==> config.mk <==
export PLATFORM = sky130hd
export DESIGN_NAME = norm_shift_calc
export DESIGN_NICKNAME = d
export VERILOG_FILES = /design/src/rtl/qpu_pkg.sv /design/src/rtl/lead_sign_count.sv /design/src/rtl/norm_shift_calc.sv
export SDC_FILE = /design/constraint.sdc
export NUM_CORES = 1
export LEC_CHECK = 0
export CORE_MARGIN = 2
export CORE_UTILIZATION = 40
export DETAILED_ROUTE_END_ITERATION = 10
export PLACE_DENSITY = 0.68
export RECOVER_POWER = 50
export SLEW_MARGIN = 40
export SYNTH_ARGS = -nofsm -noshare
export SYNTH_HDL_FRONTEND = slang
export SYNTH_SLANG_ARGS = --single-unit
==> constraint.sdc <==
create_clock -name clk -period 17.78 [get_ports clk]
set_input_delay 3.556 -clock clk [delete_from_list [all_inputs] [get_ports clk]]
set_output_delay 3.556 -clock clk [all_outputs]
set_load 0.02 [all_outputs]
==> src/rtl/qpu_pkg.sv <==
// rtl/qpu_pkg.sv - shared constants, shift-width helper and request type for the normalize path
package qpu_pkg;

  localparam int QPU_WORK_WIDTH = 32;
  localparam int QPU_EXP_WIDTH  = 8;
  localparam int QPU_GUARD_BITS = 8;

  // Width of a right-shift amount able to express 0..work_width
  function automatic int shift_width(input int work_width);
    return $clog2(work_width) + 1;
  endfunction

  // Value/exponent pair handed between the normalize stages
  typedef struct packed {
    logic [QPU_WORK_WIDTH-1:0] val;
    logic [QPU_EXP_WIDTH-1:0]  exp;
  } norm_req_t;

endpackage

==> src/rtl/lead_sign_count.sv <==
// rtl/lead_sign_count.sv - combinational redundant-sign-bit counter
module lead_sign_count #(
  parameter int WORK_WIDTH = 32
) (
  input  logic [WORK_WIDTH-1:0]         val_i,
  output logic [$clog2(WORK_WIDTH)-1:0] rsb_o
);

  localparam int RW = $clog2(WORK_WIDTH);

  logic run;

  // Walk down from just below the MSB while bits still match the sign
  always_comb begin
    rsb_o = '0;
    run   = 1'b1;
    for (int i = WORK_WIDTH - 2; i >= 0; i--) begin
      if (run) begin
        if (val_i[i] == val_i[WORK_WIDTH-1]) begin
          rsb_o = rsb_o + RW'(1);
        end else begin
          run = 1'b0;
        end
      end
    end
  end

endmodule

==> src/rtl/norm_shift_calc.sv <==
// rtl/norm_shift_calc.sv - two-stage sign-headroom shift and exponent adjust; NORM_SHIFT_STATS_EN adds counters
module norm_shift_calc
  import qpu_pkg::*;
#(
  parameter int WORK_WIDTH = QPU_WORK_WIDTH,
  parameter int EXP_WIDTH  = QPU_EXP_WIDTH,
  parameter int GUARD_BITS = QPU_GUARD_BITS
) (
  input  logic                                clk,
  input  logic                                rst_n,
  input  logic                                in_valid,
  output logic                                in_ready,
  input  logic [WORK_WIDTH-1:0]               in_val,
  input  logic [EXP_WIDTH-1:0]                in_exp,
  output logic                                out_valid,
  input  logic                                out_ready,
  output logic [WORK_WIDTH-1:0]               val_q,
  output logic [shift_width(WORK_WIDTH)-1:0]  shift_amt_q,
  output logic [EXP_WIDTH-1:0]                exp_q,
  output logic                                exp_sat_q
`ifdef NORM_SHIFT_STATS_EN
  ,
  input  logic                                stat_clr,
  output logic [31:0]                         stat_samples,
  output logic [31:0]                         stat_shifted,
  output logic [15:0]                         stat_exp_sat
`endif
);

  localparam int SW = shift_width(WORK_WIDTH);
  localparam int RW = $clog2(WORK_WIDTH);
  localparam logic [EXP_WIDTH-1:0] EXP_MAX = {1'b0, {(EXP_WIDTH-1){1'b1}}};

  logic                  s1_valid_q;
  logic [WORK_WIDTH-1:0] s1_val_q;
  logic [EXP_WIDTH-1:0]  s1_exp_q;
  logic                  s2_valid_q;
  logic [RW-1:0]         s1_rsb;
  logic                  s1_adv;
  logic                  s2_adv;
  logic [SW-1:0]         shift_d;
  logic [EXP_WIDTH:0]    exp_sum;
  logic [EXP_WIDTH-1:0]  exp_d;
  logic                  exp_sat_d;

  // S2 moves when it is empty or drained; S1 moves behind it or when empty
  always_comb begin
    s2_adv = !s2_valid_q || out_ready;
    s1_adv = s2_adv || !s1_valid_q;
  end

  assign in_ready  = s1_adv;
  assign out_valid = s2_valid_q;

  lead_sign_count #(
    .WORK_WIDTH(WORK_WIDTH)
  ) u_lead_sign_count (
    .val_i(s1_val_q),
    .rsb_o(s1_rsb)
  );

  // Shift only enough to restore the guard headroom; never shift left
  always_comb begin
    shift_d = '0;
    if (int'(s1_rsb) < GUARD_BITS) begin
      shift_d = SW'(GUARD_BITS - int'(s1_rsb));
    end
    // One extra bit catches overflow past the signed maximum
    exp_sum   = {s1_exp_q[EXP_WIDTH-1], s1_exp_q} + (EXP_WIDTH+1)'(shift_d);
    exp_sat_d = !exp_sum[EXP_WIDTH] && exp_sum[EXP_WIDTH-1];
    exp_d     = exp_sat_d ? EXP_MAX : exp_sum[EXP_WIDTH-1:0];
  end

  // S1: capture the incoming value and exponent
  always_ff @(posedge clk or negedge rst_n) begin
    if (!rst_n) begin
      s1_valid_q <= 1'b0;
      s1_val_q   <= '0;
      s1_exp_q   <= '0;
    end else if (s1_adv) begin
      s1_valid_q <= in_valid;
      if (in_valid) begin
        s1_val_q <= in_val;
        s1_exp_q <= in_exp;
      end
    end
  end

  // S2: value, shift and exponent register together so they stay aligned
  always_ff @(posedge clk or negedge rst_n) begin
    if (!rst_n) begin
      s2_valid_q  <= 1'b0;
      val_q       <= '0;
      shift_amt_q <= '0;
      exp_q       <= '0;
      exp_sat_q   <= 1'b0;
    end else if (s2_adv) begin
      s2_valid_q <= s1_valid_q;
      if (s1_valid_q) begin
        val_q       <= s1_val_q;
        shift_amt_q <= shift_d;
        exp_q       <= exp_d;
        exp_sat_q   <= exp_sat_d;
      end
    end
  end

`ifdef NORM_SHIFT_STATS_EN
  logic        out_fire;
  logic [31:0] stat_samples_q;
  logic [31:0] stat_shifted_q;
  logic [15:0] stat_exp_sat_q;

  assign out_fire     = s2_valid_q && out_ready;
  assign stat_samples = stat_samples_q;
  assign stat_shifted = stat_shifted_q;
  assign stat_exp_sat = stat_exp_sat_q;

  // Output-transfer counters; clear wins over a same-cycle increment
  always_ff @(posedge clk or negedge rst_n) begin
    if (!rst_n) begin
      stat_samples_q <= '0;
      stat_shifted_q <= '0;
      stat_exp_sat_q <= '0;
    end else if (stat_clr) begin
      stat_samples_q <= '0;
      stat_shifted_q <= '0;
      stat_exp_sat_q <= '0;
    end else if (out_fire) begin
      stat_samples_q <= stat_samples_q + 32'd1;
      if (shift_amt_q != '0) begin
        stat_shifted_q <= stat_shifted_q + 32'd1;
      end
      if (exp_sat_q && (stat_exp_sat_q != 16'hFFFF)) begin
        stat_exp_sat_q <= stat_exp_sat_q + 16'd1;
      end
    end
  end
`endif

endmodule
; After elaboration in Yosys (flattened, before gate mapping)
; Cells that the tools add are included.
[totals]
ram_bits = 0
out_inout_bits = 49
ff_bits = 89
latchBits = 0
rom_bits = 0
in_bits = 44
wordCells = 202
n_memories = 0
[classes]
shifts = 0
reduce_logical = 8
n_lt_le_gt_ge = 1
n_bitwise = 0
n_div = 0
n_mul = 0
mux = 122
n_eq_ne = 31
addsub = 32
[op_table]
columns = operator, count
row1 = two-way mux 5 bit, 60
row2 = adder 5 x 1 -> 5 bit (second input constant), 29
row3 = two-way mux 1 bit, 60
row4 = == test 1 bit, 31
row5 = adder 8 x 7 -> 9 bit, 1
row6 = two-way mux 8 bit, 1
row7 = two-way mux 6 bit, 1
row8 = subtractor 4 x 5 -> 6 bit (first input constant), 1
row9 = less-than comparator 5 x 4 -> 1 bit (second input constant), 1
row10 = AND reduction 2 bit, 2
row11 = logical NOT 1 bit, 3
row12 = adder 1 x 1 -> 2 bit (second input constant), 1
row13 = logical OR 1 bit, 2
row14 = logical AND 1 bit, 1

; Longest topological paths before layout
[logic_depth]
word_depth = 98
ltp_mapped = 86
ltp_nobuf = 80

; By module
; A second synthesis with hierarchy kept.
[hier_totals]
cells_unflattened = 1015
hier_area_um2 = 8416.8
[modules_own_cells]
columns = mod, seq_area_each_um2, cells_per_inst, area_each_um2, instances
row1 = lead_sign_count, 0.0, 691, 4740.8, 1
row2 = norm_shift_calc, 2227.1, 324, 3676.0, 1

; Worst setup path before layout
; No wires, ideal clock.
[synth_timing]
kind = register -> register
from = reg s1_val_q[31]
to = reg exp_q[0]
setup_time_ns = 0.121
setup_slack_ns = 2.475
required_time_ns = 17.659
stages_incl_launch_ff = 84
arrival_ns = 15.183
cell_sequence = dfrtp_1 > buf_6 > buf_6 > buf_2 > buf_2 > buf_2 > clkbuf_1 > buf_1 > nand2_1 > o22ai_1 > ha_1 > nor2_1 > nor2_1 > ha_1 > a21o_1 > a31oi_1 > a31o_2 > ha_1 > (+48 left out) > ha_1 > a221oi_1 > a21oi_1 > ha_1 > mux2i_1 > ha_1 > xor2_1 > xor2_1 > nor2b_1 > ha_1 > a21o_1 > a21oi_1 > o21bai_1 > a21oi_1 > and3b_1 > o21ai_0 > nand2_1 > o22a_1
[synth_via]
elab_chain_cells = 98
elab_cells_between_ends = 188
[synth_lines]
columns = element, line
row1 = "start, declared", norm_shift_calc.sv:35  ; logic [WORK_WIDTH-1:0] s1_val_q;
row2 = "start signal, assigned", norm_shift_calc.sv:83  ; s1_val_q <= in_val;
row3 = == test 1 bit, lead_sign_count.sv:19  ; if (val_i[i] == val_i[WORK_WIDTH-1]) begin
row4 = two-way mux 1 bit, lead_sign_count.sv:19
row5 = adder 1 x 1 -> 2 bit, lead_sign_count.sv:20  ; rsb_o = rsb_o + RW'(1);
row6 = two-way mux 5 bit, lead_sign_count.sv:19
row7 = two-way mux 5 bit, lead_sign_count.sv:18  ; if (run) begin
row8 = adder 5 x 1 -> 5 bit, lead_sign_count.sv:20
row9 = two-way mux 5 bit, lead_sign_count.sv:19
row10 = two-way mux 5 bit, lead_sign_count.sv:18
row11 = (+83 left out), --
row12 = two-way mux 5 bit (*), lead_sign_count.sv:18
row13 = subtractor 4 x 5 -> 6 bit / less-than comparator 5 x 4 -> 1 bit (equally long branches), "norm_shift_calc.sv:66, norm_shift_calc.sv:65"
row14 = two-way mux 6 bit (*), norm_shift_calc.sv:65  ; if (int'(s1_rsb) < GUARD_BITS) begin
row15 = via shift_d[2], norm_shift_calc.sv:41  ; logic [SW-1:0] shift_d;
row16 = adder 8 x 7 -> 9 bit (*), norm_shift_calc.sv:69  ; exp_sum = {s1_exp_q[EXP_WIDTH-1], s1_exp_q} + (EXP_WIDTH+1)'(shift_d);
row17 = logical NOT 1 bit, norm_shift_calc.sv:70  ; exp_sat_d = !exp_sum[EXP_WIDTH] && exp_sum[EXP_WIDTH-1];
row18 = logical AND 1 bit (*), norm_shift_calc.sv:70
row19 = two-way mux 8 bit (*), norm_shift_calc.sv:71  ; exp_d = exp_sat_d ? EXP_MAX : exp_sum[EXP_WIDTH-1:0];
row20 = "end signal, assigned", norm_shift_calc.sv:102  ; exp_q <= exp_d;
row21 = "end, declared", norm_shift_calc.sv:19  ; output logic [EXP_WIDTH-1:0] exp_q,
; Mark *: on every way through the listed nets, which the timed path passes. The rest lies on a longest branch.
; A chain may end at the register's enable or synchronous reset.

; Final worst setup path
[layout_timing]
from = reg s1_val_q[31]
to = reg exp_q[1]
; Same word-level chain as after synthesis.

==> metrics.csv <==
metric;value;unit
status;finished with violations;
violations;capacitance limit, slew limit;
via_count;6318;
power.density;98.5;mW/mm2
vdd_ir_drop_max;61.0;uV
synth_top_area_frac;0.303;
cp.required;18020;ps
cts-hold-fix-buffers;0;
synth_cell_types;82;
regArea;0.00223;mm2
max_stage_delay;690;ps
post-route-min-period;16150;ps
place.gp.congestion;0.859;
placementRows;49;
drv_cap;1;
syn2layout_area_growth;18.3;%
drc_errors;0;
fin_crit_sh;0.908;
max_slew_margin;-1.56;
max_freq;61.9;MHz
fill_cells;1712;
dp_hpwl;13.0;mm
cp.arrival;16390;ps
layout-drive-gt1-share;0.102;
ys.flop_type;dfrtp_1;
die_h;139;um
syn_area;0.00734;mm2
grt_use_total;0.184;
postCtsSetupBuffers;0;
numCtsBuffers;9;
synth_edf_count;0;
cts_tree;done;
portBuffers;92;
initialDrtViolationCount;295;
crit_path_frequent_cell;ha_1;
start_kind;register;
min_path_type;reg2reg;
async_reset_ff_frac;1.00;
cts.sinks;89;
synth.area.top_cells;dfrtp_1, nand2_1, mux2_2;
finalMaxSlewViolations;74;
grt_max_degree;74;
syn_inst;859;
clockBufferDepth;2;
grt_pass1_wl;29.6;mm
first_global_vias;5964;
yosysMostFrequentCell;nand2_1;
insertedDiodeCount;0;
hold_viol_final;0;
fin_tns_setup;0;ps
htreeDepth;3;
wl;17.7;mm
netlist_top_cells_count;nand2_1, dfrtp_1, nor2_1;
crit_type;reg2reg;
synth_area_per_cell;8.54;um2
yosys.area.top_type;dfrtp_1;
ys_ff_latch;89;
avgRoutedWirePerCell;15.3;um
finClkSkew;10.4;ps
drtAntennaViolNets;0;
finalSetupViolations;0;
ys_seq_area_frac;0.303;
drt-pass1-iter-count;5;
endpoint_kind;register;
fin_nets;1001;
clkTransAtPathRegs;70;ps
cts_root_buf;clkbuf_16;
fp.coreArea;0.0180;mm2
rsz0062_at_grt;false;
slowest_stage;dfrtp_4;
die_w;139;um
yosys_warnings;0;
fin_util;0.483;
grt_overflow;0;
leakage;3.74;nW
initial_core_util;0.409;
antenna_found_initial;0;
clock_latency;350;ps
multiInputGateArea;0.00484;mm2
avgViaCountPerCell;5.47;
critical_path.max_fanout;51;
tightest_slew;3840;ps
pin_count;93;
post_cts_resized;0;
dieArea;0.0194;mm2
## critical path: cells and delay by family, from the launching register on
family,cells,cell delay (ps)
buf+inv,3,200
flops,1,690
compound gates,33,6350
xor+xnor,2,350
fa+ha+maj,17,5210
mux,4,850
simple gates,17,2370
## metal layers
| metal | track usage | up-vias | part of all wire |
|---|---|---|---|
| met3 | 0.0385 | 15 | 0.044 |
| met2 | 0.307 | 132 | 0.48 |
| met5 | 0 | - | 0 |
| li1 | - | 3162 | - |
| met4 | 0.0324 | 0 | 0.0098 |
| met1 | 0.250 | 3009 | 0.47 |
## final timing paths
path                                     end         start  depth (start not counted)  slack (ps)
worst max-delay path                exp_q[1]  s1_val_q[31]                         76        1630
worst min-delay path                exp_q[7]      exp_q[7]                          2         470
worst max register to register      exp_q[1]  s1_val_q[31]                         76        1630
worst min register to register      exp_q[7]      exp_q[7]                          2         470
max in group asynchronous       s1_val_q[31]         rst_n                          2        9720
min in group asynchronous       s1_val_q[12]         rst_n                          1        3320
## registers in the layout, summed over array words and instances (netlist names)
name / flops
out_valid: 1
s1_val_q: 32
s1_valid_q: 1
exp_q: 8
val_q: 32
s1_exp_q: 8
exp_sat_q: 1
shift_amt_q: 6
## per-stage QoR
stage / total power [W] / std cells / worst slack (ps) / hold slack (ps) / instance area, um2
after floorplan: 0.000545 / 860 / 2480 / 469 / 7340
after global placement: 0.000668 / 1140 / 2200 / 453 / 8390
after detailed placement: 0.000673 / 1140 / 1680 / 459 / 8400
after CTS: 0.000865 / 1156 / 1630 / 475 / 8690
after global routing: 0.000920 / 1156 / 171 / 485 / 8680
final: 0.000855 / 1156 / 1630 / 470 / 8680
## final cells by class
class                           instances  area share
Clock inverter                          5     0.00533
Sequential cell                        89       0.257
Tap cell                              229      0.0330
Clock buffer                           11      0.0280
Timing Repair Buffer                   98       0.110
Multi-Input combinational cell        704       0.558
Inverter                               20     0.00865
## layout by cell type (no fill, tap or decap), types with 7 or more instances in the layout
master | synthesis | routed
nand2_1 | 180 | 179
dfrtp_1 | 89 | 88
clkdlybuf4s50_1 | 0 | 80
nor2_1 | 52 | 52
mux2_2 | 43 | 43
ha_1 | 34 | 34
o21ai_0 | 33 | 33
a21oi_1 | 31 | 31
xnor2_1 | 31 | 31
xor2_1 | 27 | 27
nand3_1 | 22 | 22
inv_1 | 20 | 20
and2_1 | 18 | 17
nor3_1 | 17 | 17
mux2i_1 | 12 | 12
nand4_1 | 11 | 11
dlygate4sd3_1 | 0 | 11
o22a_1 | 10 | 10
nand2b_1 | 10 | 10
or4_1 | 9 | 9
or3_1 | 9 | 9
clkbuf_16 | 0 | 9
o22ai_1 | 8 | 8
a31oi_1 | 8 | 8
a21boi_0 | 7 | 7
or2_2 | 7 | 7
o211ai_1 | 7 | 7
nor2b_1 | 7 | 7
a21o_1 | 7 | 7
## cells by family after synthesis
| group | synth area share |
|---|---|
| and+or+nand+nor | 0.238 |
| DFF | 0.303 |
| buffers and inverters | 0.0389 |
| muxes | 0.0844 |
| AOI/OAI and AO/OA | 0.152 |
| xor gates and xnor gates | 0.114 |
| other | 0.000511 |
| adders and majority gates | 0.0689 |
## power by group
| group | total [W] | switching (W) | internal [W] |
|---|---|---|---|
| Sequential | 0.000294 | 0.0000500 | 0.000244 |
| Clock | 0.000188 | 0.0000864 | 0.000101 |
| Combinational | 0.000374 | 0.000198 | 0.000176 |
Note: power is estimated with default switching activity, not from simulation.
